==> src/rtl/cpu_bus_target_if.sv <==
// Bus bundle between the 2A03 core side and the memory-side responder.
// The slave modport is the responder; the master modport is the CPU and
// backing store together, which drive every I_* signal.
interface cpu_bus_target_if #(
    parameter int AW = 11
);
    logic [15:0]   I_addr;
    logic [7:0]    I_wr_data;
    logic          I_rdwr;
    logic          I_phy2;
    logic [7:0]    O_rd_data;
    logic          O_ready;
    logic          O_mem_req;
    logic          O_mem_we;
    logic [AW-1:0] O_mem_addr;
    logic [7:0]    O_mem_wdata;
    logic          I_mem_ack;
    logic [7:0]    I_mem_rdata;
    logic          O_timeout;

    modport slave (
        input  I_addr, I_wr_data, I_rdwr, I_phy2, I_mem_ack, I_mem_rdata,
        output O_rd_data, O_ready, O_mem_req, O_mem_we, O_mem_addr,
               O_mem_wdata, O_timeout
    );

    modport master (
        output I_addr, I_wr_data, I_rdwr, I_phy2, I_mem_ack, I_mem_rdata,
        input  O_rd_data, O_ready, O_mem_req, O_mem_we, O_mem_addr,
               O_mem_wdata, O_timeout
    );
endinterface

==> src/rtl/cpu_bus_target.sv <==
// Memory-side responder for the 2A03 external bus. Decodes each phase-2
// cycle against a base/mask window, forwards selected accesses to a slow
// store over req/ack, stretches the CPU cycle through O_ready while the
// store is busy, and keeps an open-bus data latch on O_rd_data.
module cpu_bus_target #(
    parameter logic [15:0] BASE    = 16'h0000,
    parameter logic [15:0] MASK    = 16'hE000,
    parameter int          AW      = 11,
    parameter int          TIMEOUT = 15
) (
    input logic             I_clock,
    input logic             I_reset,
    cpu_bus_target_if.slave bus
);

    typedef enum logic [1:0] {
        S_IDLE = 2'd0,
        S_REQ  = 2'd1,
        S_DONE = 2'd2
    } state_t;

    localparam logic [7:0] TO_CNT = 8'(TIMEOUT);

    state_t        state_q, state_d;
    logic          phy2_dly_q;
    logic          arm_q;
    logic [7:0]    cnt_q, cnt_d, cnt_inc;
    logic [7:0]    rd_data_q, rd_data_d;
    logic          timeout_q, timeout_d;
    logic          mem_req_q, mem_req_d;
    logic          mem_we_q, mem_we_d;
    logic [AW-1:0] mem_addr_q, mem_addr_d;
    logic [7:0]    mem_wdata_q, mem_wdata_d;
    logic          cyc_sel_q, cyc_sel_d;
    logic          cyc_wr_q, cyc_wr_d;
    logic          rise, fall, selected;

    // arm_q blocks a phase-2 period that was already high when reset
    // released: it only sets once phy2 has been seen low.
    assign rise     = bus.I_phy2 & ~phy2_dly_q & arm_q;
    assign fall     = ~bus.I_phy2 & phy2_dly_q;
    assign selected = ((bus.I_addr & MASK) == BASE);
    assign cnt_inc  = cnt_q + 8'd1;

    // Phase-2 edge detector and post-reset arming.
    always_ff @(posedge I_clock) begin
        if (I_reset) begin
            phy2_dly_q <= 1'b0;
            arm_q      <= 1'b0;
        end else begin
            phy2_dly_q <= bus.I_phy2;
            if (!bus.I_phy2) begin
                arm_q <= 1'b1;
            end
        end
    end

    // Next-state, capture and data-latch decisions for one bus cycle.
    always_comb begin
        state_d     = state_q;
        cnt_d       = cnt_q;
        rd_data_d   = rd_data_q;
        timeout_d   = timeout_q;
        mem_we_d    = mem_we_q;
        mem_addr_d  = mem_addr_q;
        mem_wdata_d = mem_wdata_q;
        cyc_sel_d   = cyc_sel_q;
        cyc_wr_d    = cyc_wr_q;

        unique case (state_q)
            S_IDLE: begin
                if (rise) begin
                    cyc_sel_d = selected;
                    cyc_wr_d  = ~bus.I_rdwr;
                    if (selected) begin
                        mem_addr_d  = bus.I_addr[AW-1:0];
                        mem_we_d    = ~bus.I_rdwr;
                        mem_wdata_d = bus.I_wr_data;
                        cnt_d       = 8'd0;
                        state_d     = S_REQ;
                    end else begin
                        state_d = S_DONE;
                    end
                end
            end
            S_REQ: begin
                cnt_d = cnt_inc;
                // Ack is checked first so a same-clock ack beats the timeout.
                if (bus.I_mem_ack) begin
                    rd_data_d = mem_we_q ? mem_wdata_q : bus.I_mem_rdata;
                    state_d   = S_DONE;
                end else if (cnt_inc == TO_CNT) begin
                    timeout_d = 1'b1;
                    state_d   = S_DONE;
                end
            end
            S_DONE: begin
                if (fall) begin
                    // An unselected write still drives the data bus, so the
                    // open-bus latch follows the CPU's write data.
                    if (!cyc_sel_q && cyc_wr_q) begin
                        rd_data_d = bus.I_wr_data;
                    end
                    state_d = S_IDLE;
                end
            end
            default: begin
                state_d = S_IDLE;
            end
        endcase

        mem_req_d = (state_d == S_REQ);
    end

    // State and registered outputs.
    always_ff @(posedge I_clock) begin
        if (I_reset) begin
            state_q     <= S_IDLE;
            cnt_q       <= 8'd0;
            rd_data_q   <= 8'h00;
            timeout_q   <= 1'b0;
            mem_req_q   <= 1'b0;
            mem_we_q    <= 1'b0;
            mem_addr_q  <= '0;
            mem_wdata_q <= 8'h00;
            cyc_sel_q   <= 1'b0;
            cyc_wr_q    <= 1'b0;
        end else begin
            state_q     <= state_d;
            cnt_q       <= cnt_d;
            rd_data_q   <= rd_data_d;
            timeout_q   <= timeout_d;
            mem_req_q   <= mem_req_d;
            mem_we_q    <= mem_we_d;
            mem_addr_q  <= mem_addr_d;
            mem_wdata_q <= mem_wdata_d;
            cyc_sel_q   <= cyc_sel_d;
            cyc_wr_q    <= cyc_wr_d;
        end
    end

    assign bus.O_ready     = (state_q != S_REQ);
    assign bus.O_mem_req   = mem_req_q;
    assign bus.O_mem_we    = mem_we_q;
    assign bus.O_mem_addr  = mem_addr_q;
    assign bus.O_mem_wdata = mem_wdata_q;
    assign bus.O_rd_data   = rd_data_q;
    assign bus.O_timeout   = timeout_q;

endmodule
==> src/flat_wrapper.sv <==
// flat-port wrapper written by rule: the top's interface ports become plain ports
module cpu_bus_target_flat 
#(
    parameter logic [15:0] BASE    = 16'h0000,
    parameter logic [15:0] MASK    = 16'hE000,
    parameter int          AW      = 11,
    parameter int          TIMEOUT = 15
)
  (I_clock, I_reset, bus_I_addr, bus_I_wr_data, bus_I_rdwr, bus_I_phy2, bus_I_mem_ack, bus_I_mem_rdata, bus_O_rd_data, bus_O_ready, bus_O_mem_req, bus_O_mem_we, bus_O_mem_addr, bus_O_mem_wdata, bus_O_timeout);
  cpu_bus_target_if #(.AW(AW)) bus_i ();
  input logic I_clock;
  input logic I_reset;
  input wire logic [$bits(bus_i.I_addr)-1:0] bus_I_addr;
  input wire logic [$bits(bus_i.I_wr_data)-1:0] bus_I_wr_data;
  input wire logic [$bits(bus_i.I_rdwr)-1:0] bus_I_rdwr;
  input wire logic [$bits(bus_i.I_phy2)-1:0] bus_I_phy2;
  input wire logic [$bits(bus_i.I_mem_ack)-1:0] bus_I_mem_ack;
  input wire logic [$bits(bus_i.I_mem_rdata)-1:0] bus_I_mem_rdata;
  output wire logic [$bits(bus_i.O_rd_data)-1:0] bus_O_rd_data;
  output wire logic [$bits(bus_i.O_ready)-1:0] bus_O_ready;
  output wire logic [$bits(bus_i.O_mem_req)-1:0] bus_O_mem_req;
  output wire logic [$bits(bus_i.O_mem_we)-1:0] bus_O_mem_we;
  output wire logic [$bits(bus_i.O_mem_addr)-1:0] bus_O_mem_addr;
  output wire logic [$bits(bus_i.O_mem_wdata)-1:0] bus_O_mem_wdata;
  output wire logic [$bits(bus_i.O_timeout)-1:0] bus_O_timeout;
  assign bus_i.I_addr = bus_I_addr;
  assign bus_i.I_wr_data = bus_I_wr_data;
  assign bus_i.I_rdwr = bus_I_rdwr;
  assign bus_i.I_phy2 = bus_I_phy2;
  assign bus_i.I_mem_ack = bus_I_mem_ack;
  assign bus_i.I_mem_rdata = bus_I_mem_rdata;
  assign bus_O_rd_data = bus_i.O_rd_data;
  assign bus_O_ready = bus_i.O_ready;
  assign bus_O_mem_req = bus_i.O_mem_req;
  assign bus_O_mem_we = bus_i.O_mem_we;
  assign bus_O_mem_addr = bus_i.O_mem_addr;
  assign bus_O_mem_wdata = bus_i.O_mem_wdata;
  assign bus_O_timeout = bus_i.O_timeout;
  cpu_bus_target #(.BASE(BASE), .MASK(MASK), .AW(AW), .TIMEOUT(TIMEOUT)) u_core (.I_clock(I_clock), .I_reset(I_reset), .bus(bus_i));
endmodule
==> config.mk <==
export PLATFORM = sky130hd
export DESIGN_NAME = cpu_bus_target_flat
export DESIGN_NICKNAME = d
export VERILOG_FILES = /design/src/rtl/cpu_bus_target_if.sv /design/src/rtl/cpu_bus_target.sv /design/src/flat_wrapper.sv
export SDC_FILE = /design/constraint.sdc
export NUM_CORES = 1
export LEC_CHECK = 0
export ABC_AREA = 1
export BUFFER_PORTS_ARGS = -buffer_cell sky130_fd_sc_hd__buf_2
export CORE_UTILIZATION = 45
export DETAILED_ROUTE_END_ITERATION = 6
export PLACE_DENSITY = 0.88
export RECOVER_POWER = 50
export SYNTH_ARGS = -nofsm -noshare
export SYNTH_HDL_FRONTEND = slang
export SYNTH_SLANG_ARGS = --single-unit
==> constraint.sdc <==
create_clock -name I_clock -period 1.35 [get_ports I_clock]
set_input_delay 0.0675 -clock I_clock [delete_from_list [all_inputs] [get_ports I_clock]]
set_output_delay 0.0675 -clock I_clock [all_outputs]
set_load 0.1 [all_outputs]
## After elaboration in Yosys (flattened, before gate mapping)

Cells that the tools add are included.
Widths: inputs -> output; s select.

| word-level totals | value |
|---|---|
| bits in registers | 44 |
| bits of input ports | 37 |
| output and inout port bits | 31 |
| logic and storage cells | 55 |

| operators by class | value |
|---|---|
| add/subtract/negate cells | 1 |
| equality and inequality tests | 10 |
| mux-type cells | 14 |
| bitwise operators | 7 |
| reduce and logical (&&, ||, !) cells | 11 |

Operator list:

| operator | count |
|---|---|
| $mux 8 | 6 |
| $pmux 8 s2 | 2 |
| $logic_not 16->1 | 1 |
| $mux 2 | 5 |
| $ne 2x1->1 const B | 5 |
| $reduce_and 3->1 | 3 |
| $add 8x1->8 const B | 1 |
| $eq 8x4->1 const B | 1 |
| $pmux 2 s3 | 1 |
| $eq 2x1->1 const B | 2 |
| $not 1->1 | 4 |
| $reduce_and 4->1 | 1 |
| $reduce_bool 2->1 | 2 |
| $and 1x1->1 | 3 |
| $eq 2x2->1 const B | 1 |
| $logic_not 2->1 | 1 |
| $ne 2x2->1 const B | 1 |
| $reduce_and 2->1 | 1 |
| $logic_and 1x1->1 | 1 |
| $logic_not 1->1 | 1 |

## Longest topological paths before layout

| depth | value |
|---|---|
| depth in word-level cells | 6 |
| mapped depth | 9 |

## Worst setup path after synthesis

OpenSTA, ideal clock, no wires.

| timing path | value |
|---|---|
| path kind | register to register |
| start | reg u_core.mem_we_q (netlist: u_core.bus.O_mem_we) |
| end | reg u_core.rd_data_q[3] (netlist: u_core.bus.O_rd_data[3]) |
| library setup time | 0.067 ns |
| data arrival time | 1.815 ns |
| data required time | 1.283 ns |
| path slack | -0.531 ns |
| stages on the path, launching flop included | 6 |
| path buffers | 1 |
| cells stage by stage | dfxtp_1 inv_1 buf_2 o211ai_1 o21ai_0 a21oi_2 |

| between the ends | value |
|---|---|
| word-level cells in the longest chain between the ends | 3 |

Ends and longest elaborated chain:

| item | RTL line | source |
|---|---|---|
| start, declared | cpu_bus_target.sv:31 | `logic mem_we_q, mem_we_d;` |
| start signal, assigned | cpu_bus_target.sv:134 | `mem_we_q <= mem_we_d;` |
| $mux 8 | cpu_bus_target.sv:90 | `rd_data_d = mem_we_q ? mem_wdata_q : bus.I_mem_rdata;` |
| $mux 8 | cpu_bus_target.sv:89 | `if (bus.I_mem_ack) begin` |
| $pmux 8 s2 | cpu_bus_target.sv:70 | `unique case (state_q)` |
| end signal, assigned | cpu_bus_target.sv:131 | `rd_data_q <= rd_data_d;` |
| end, declared | cpu_bus_target.sv:28 | `logic [7:0] rd_data_q, rd_data_d;` |

No other way between the ends. The select of a mux whose other input is x is not followed.
A chain may end at the register's enable or synchronous reset.

## Worst setup path in the final report

| timing path | value |
|---|---|
| start | reg u_core.cnt_q[0] |
| end | reg u_core.mem_req_q (netlist: u_core.bus.O_mem_req) |

| between the ends | value |
|---|---|
| word-level cells in the longest chain between the ends | 6 |

Ends and longest elaborated chain:

| item | RTL line | source |
|---|---|---|
| start, declared | cpu_bus_target.sv:27 | `logic [7:0] cnt_q, cnt_d, cnt_inc;` |
| start signal, assigned | cpu_bus_target.sv:130 | `cnt_q <= cnt_d;` |
| $add 8x1->8 | cpu_bus_target.sv:43 | `assign cnt_inc = cnt_q + 8'd1;` |
| $eq 8x4->1 | cpu_bus_target.sv:92 | `end else if (cnt_inc == TO_CNT) begin` |
| $mux 2 | cpu_bus_target.sv:92 |  |
| $mux 2 | cpu_bus_target.sv:89 |  |
| $pmux 2 s3 | cpu_bus_target.sv:70 |  |
| $eq 2x1->1 | cpu_bus_target.sv:112 | `mem_req_d = (state_d == S_REQ);` |
| end signal, assigned | cpu_bus_target.sv:133 | `mem_req_q <= mem_req_d;` |
| end, declared | cpu_bus_target.sv:30 | `logic mem_req_q, mem_req_d;` |

No other way between the ends.

==> run summary <==
Cell area power density -> 924 nW/um^2
Minimum period implied by the final worst setup slack -> 1370 ps
Register Area -> 902 sq um
Maximum level of the CTS H-tree -> 2
Relative contribution of sequential cells to total power -> 53.8%
Clock tree buffer depth -> 2
Root cell of the clock tree -> sky130_fd_sc_hd__clkbuf_8
TritonCTS clock tree -> yes
Minimum hold slack -> 27.9 ps
Worst setup slack after layout -> -22.7 ps
Number of global-route vias before repair -> 1824
Count of final setup violators -> 2
Register clock-pin slew on the reported worst setup and hold paths -> 80 ps
Area of combinational cells with multiple inputs -> 1030 sq um
Fin. max-slew vios -> 0
Standard-cell row count -> 23
Biggest area consumer among synthesized cells -> sky130_fd_sc_hd__dfxtp_1
Type of element launching the critical path -> register
Net Count, Synth -> 306
Starting density of the core -> 48.1%
P_leak -> 1.10 nW
Area of the mapped netlist -> 1980 sq um
Initial antenna violation count -> 0
Share of the yosys chip area belonging to registers -> 44.5%
Drt total wl -> 5110 um
WL/cell -> 13.0 um
Sw power -> 639 uW
Placed Cells -> 383
Number of warnings printed during yosys synthesis -> 0
CTS Sinks -> 44
Share of the clock period used by the worst path after layout -> 102%
Post-placement cell area -> 2440 sq um
Antenna violation net count after detailed routing -> 0
Number of placed I/O pins -> 68
Slew margin rel. -> 63.3%
Remaining global-route overflow -> 0
Length of routed met3 wiring -> 292 um
Max IR drop VDD -> 0.684 mV
Vias after detailed routing -> 2058
Count of filler cells inserted in the layout -> 352
Net Sw Frac -> 25.9%
Crit path max fanout -> 4
Wire length of the first global-routing pass -> 7840 um
Number of inserted diodes -> 0
NumNets Final -> 382
Worst Path Class, Setup -> register to register
Syn-to-layout area delta -> 34.7%
Final count of hold timing violations -> 0
Post-Synthesis Cells -> 267
Placeable core region -> 4120 sq um
TritonRoute pass-1 iters -> 4
Via density -> 5.22
CP Data Required Time -> 1530 ps
Max cap viols -> 0
Die footprint -> 4670 sq um
Chip Height -> 68.3 um
WL met2 -> 2600 um
Pre-CTS setup slack -> -110 ps
Number of port buffers -> 65
Violations in the final reports -> negative setup slack
Result of the run -> finished with violations
Most frequent standard cell in the layout excluding fill and tap cells -> sky130_fd_sc_hd__nand2_1
Placer congestion estimate -> 0.825
Ratio of cells with drive above 1 in the final layout -> 39.0%
Slew of the pin with the lowest slew margin -> 552 ps
Synth top area cells -> sky130_fd_sc_hd__dfxtp_1 (44%), sky130_fd_sc_hd__a21oi_1 (10%), sky130_fd_sc_hd__o21ai_0 (8.8%), sky130_fd_sc_hd__nand2_1 (8.0%), sky130_fd_sc_hd__nor2_1 (5.3%)
Design Area, Final -> 2670 sq um
Detailed-route DRC error count -> 0
Achievable Freq -> 728 MHz
Power share of the clock group -> 34.6%
Class of the tightest hold or removal check -> input pin to register
Avg Inst Size Synth -> 7.42 sq um
Arrival time reported for the critical path endpoint -> 1550 ps
Global-route total usage across every layer -> 22.4%
Setup clock skew after layout -> 5.05 ps
Topmost layer with routed signal wires -> met4
Pin count of the biggest net entering global routing -> 29
Setup repair after global routing missed its margin -> true
Number of distinct library cells after synthesis -> 29
Die X-Extent -> 68.3 um
Iteration-0 DRC count of the detailed router -> 171
HPWL after DPL -> 3490 um
Power Internal -> 1.83 mW
Wire length the detailed router placed on met1 -> 2100 um
Insertion delay to the later sink of the worst-skew pair -> 290 ps
Area fraction of the dominant cell type after synthesis -> 44.5%
CTS buffer count -> 5
Type of element capturing the critical path -> register
Logic gate share of total power -> 11.6%
Number of cells in the finished layout apart from fillers -> 394
Highest-count cells in the layout ignoring fill and taps -> sky130_fd_sc_hd__nand2_1 (41), sky130_fd_sc_hd__a21oi_1 (40), sky130_fd_sc_hd__buf_2 (36), sky130_fd_sc_hd__o21ai_0 (34), sky130_fd_sc_hd__dfxtp_1 (29)
Flip-flop and latch count after synthesis -> 44
per-layer routing:
layer	vias up	track usage (%)
li1	1052	-
met1	918	26.7
met2	74	37.7
met3	14	6.67
met4	0	7.81
met5	-	0
final cells by class:
type | count | share of cell area (%)
clock buffer | 7 | 3.23
clock inverter | 1 | 0.281
inverter | 24 | 3.61
multi-input combinational | 188 | 38.5
sequential | 44 | 33.8
tap | 50 | 2.34
timing repair buffer | 80 | 18.2
critical path: stages, from the launching register on:
cell,delay [ps]
sky130_fd_sc_hd__dfxtp_2,370
sky130_fd_sc_hd__ha_4,160
sky130_fd_sc_hd__nand2_2,80
sky130_fd_sc_hd__o21bai_1,180
sky130_fd_sc_hd__nand2_1,100
sky130_fd_sc_hd__nor2_2,130
sky130_fd_sc_hd__nand3_1,90
sky130_fd_sc_hd__nand2_1,90
sky130_fd_sc_hd__a21oi_1,70
kinds of logic (layout without fill, tap and decap cells):
kind of cell / Yosys count / count (layout) / share of synthesized area (%)
AOI/OAI and AO/OA: 89 / 89 / 24.8
buffers and inverters: 35 / 112 / 7.39
DFF: 44 / 44 / 44.5
adders and majority gates: 2 / 2 / 1.26
and+or+nand+nor: 97 / 97 / 22.1
power groups by stage:
stage	logic (mW)	registers, mW	clock network (mW)
6_report	0.286	1.33	0.854
5_1_grt	0.313	1.33	0.929
4_1_cts	0.273	1.33	0.873
3_5_place_dp	0.273	1.36	0
3_3_place_gp	0.266	1.36	0
2_1_floorplan	0.107	1.43	0
flip-flops by register name, indices dropped and copies added, names as in the netlist:
register	flops
u_core.cyc_wr_q	1
u_core.arm_q	1
u_core.phy2_dly_q	1
u_core.bus.O_mem_addr	11
u_core.bus.O_mem_we	1
u_core.bus.O_mem_req	1
u_core.cnt_q	8
u_core.bus.O_timeout	1
u_core.bus.O_mem_wdata	8
u_core.state_q	2
u_core.bus.O_rd_data	8
u_core.cyc_sel_q	1
synthesized netlist by cell type:
cell	count
sky130_fd_sc_hd__a211oi_1	1
sky130_fd_sc_hd__a21oi_1	40
sky130_fd_sc_hd__a21oi_2	2
sky130_fd_sc_hd__a31oi_1	1
sky130_fd_sc_hd__buf_2	3
sky130_fd_sc_hd__buf_4	1
sky130_fd_sc_hd__buf_6	1
sky130_fd_sc_hd__clkbuf_1	6
sky130_fd_sc_hd__dfxtp_1	44
sky130_fd_sc_hd__ha_1	2
sky130_fd_sc_hd__inv_1	18
sky130_fd_sc_hd__inv_2	6
sky130_fd_sc_hd__nand2_1	42
sky130_fd_sc_hd__nand2_2	2
sky130_fd_sc_hd__nand3_1	13
sky130_fd_sc_hd__nand3b_1	1
sky130_fd_sc_hd__nand4_1	4
sky130_fd_sc_hd__nand4_2	1
sky130_fd_sc_hd__nor2_1	28
sky130_fd_sc_hd__nor2_2	3
sky130_fd_sc_hd__nor2_4	1
sky130_fd_sc_hd__nor3_4	1
sky130_fd_sc_hd__o211ai_1	5
sky130_fd_sc_hd__o21ai_0	35
sky130_fd_sc_hd__o21ai_1	1
sky130_fd_sc_hd__o21ai_2	2
sky130_fd_sc_hd__o21ai_4	1
sky130_fd_sc_hd__o21bai_1	1
sky130_fd_sc_hd__or2_0	1
final timing paths:
| kind | from | to | slack, ps | cells after the start |
|---|---|---|---|---|
| worst max-delay path | u_core.cnt_q[0]$_SDFFE_PP0P_ | u_core.bus.O_mem_req$_SDFF_PP0_ | -20 | 8 |
| worst min-delay path | bus_I_addr[4] | u_core.bus.O_mem_addr[4]$_SDFFE_PP0P_ | 30 | 3 |
| worst max register to register | u_core.cnt_q[0]$_SDFFE_PP0P_ | u_core.bus.O_mem_req$_SDFF_PP0_ | -20 | 8 |
| worst min register to register | u_core.bus.O_timeout$_SDFFE_PP0P_ | u_core.bus.O_timeout$_SDFFE_PP0P_ | 470 | 2 |
per-stage QoR:
stage          total power [mW]  util [%]  TNS (ps)
2_1_floorplan              1.53         -         0
3_5_place_dp               1.63      59.4      -275
3_3_place_gp               1.62      59.4     -52.9
4_1_cts                    2.47      62.8     -12.4
6_report                   2.47      64.9     -43.0
5_1_grt                    2.57      64.9      -546
repair_timing:
item,in CTS,in global routing
endpoints found under the setup margin,4,22
hold buffers,0,0
pin swaps,5,8
setup buffers,2,1
gates resized for setup,12,19
Note: power is estimated with default switching activity, not from simulation.
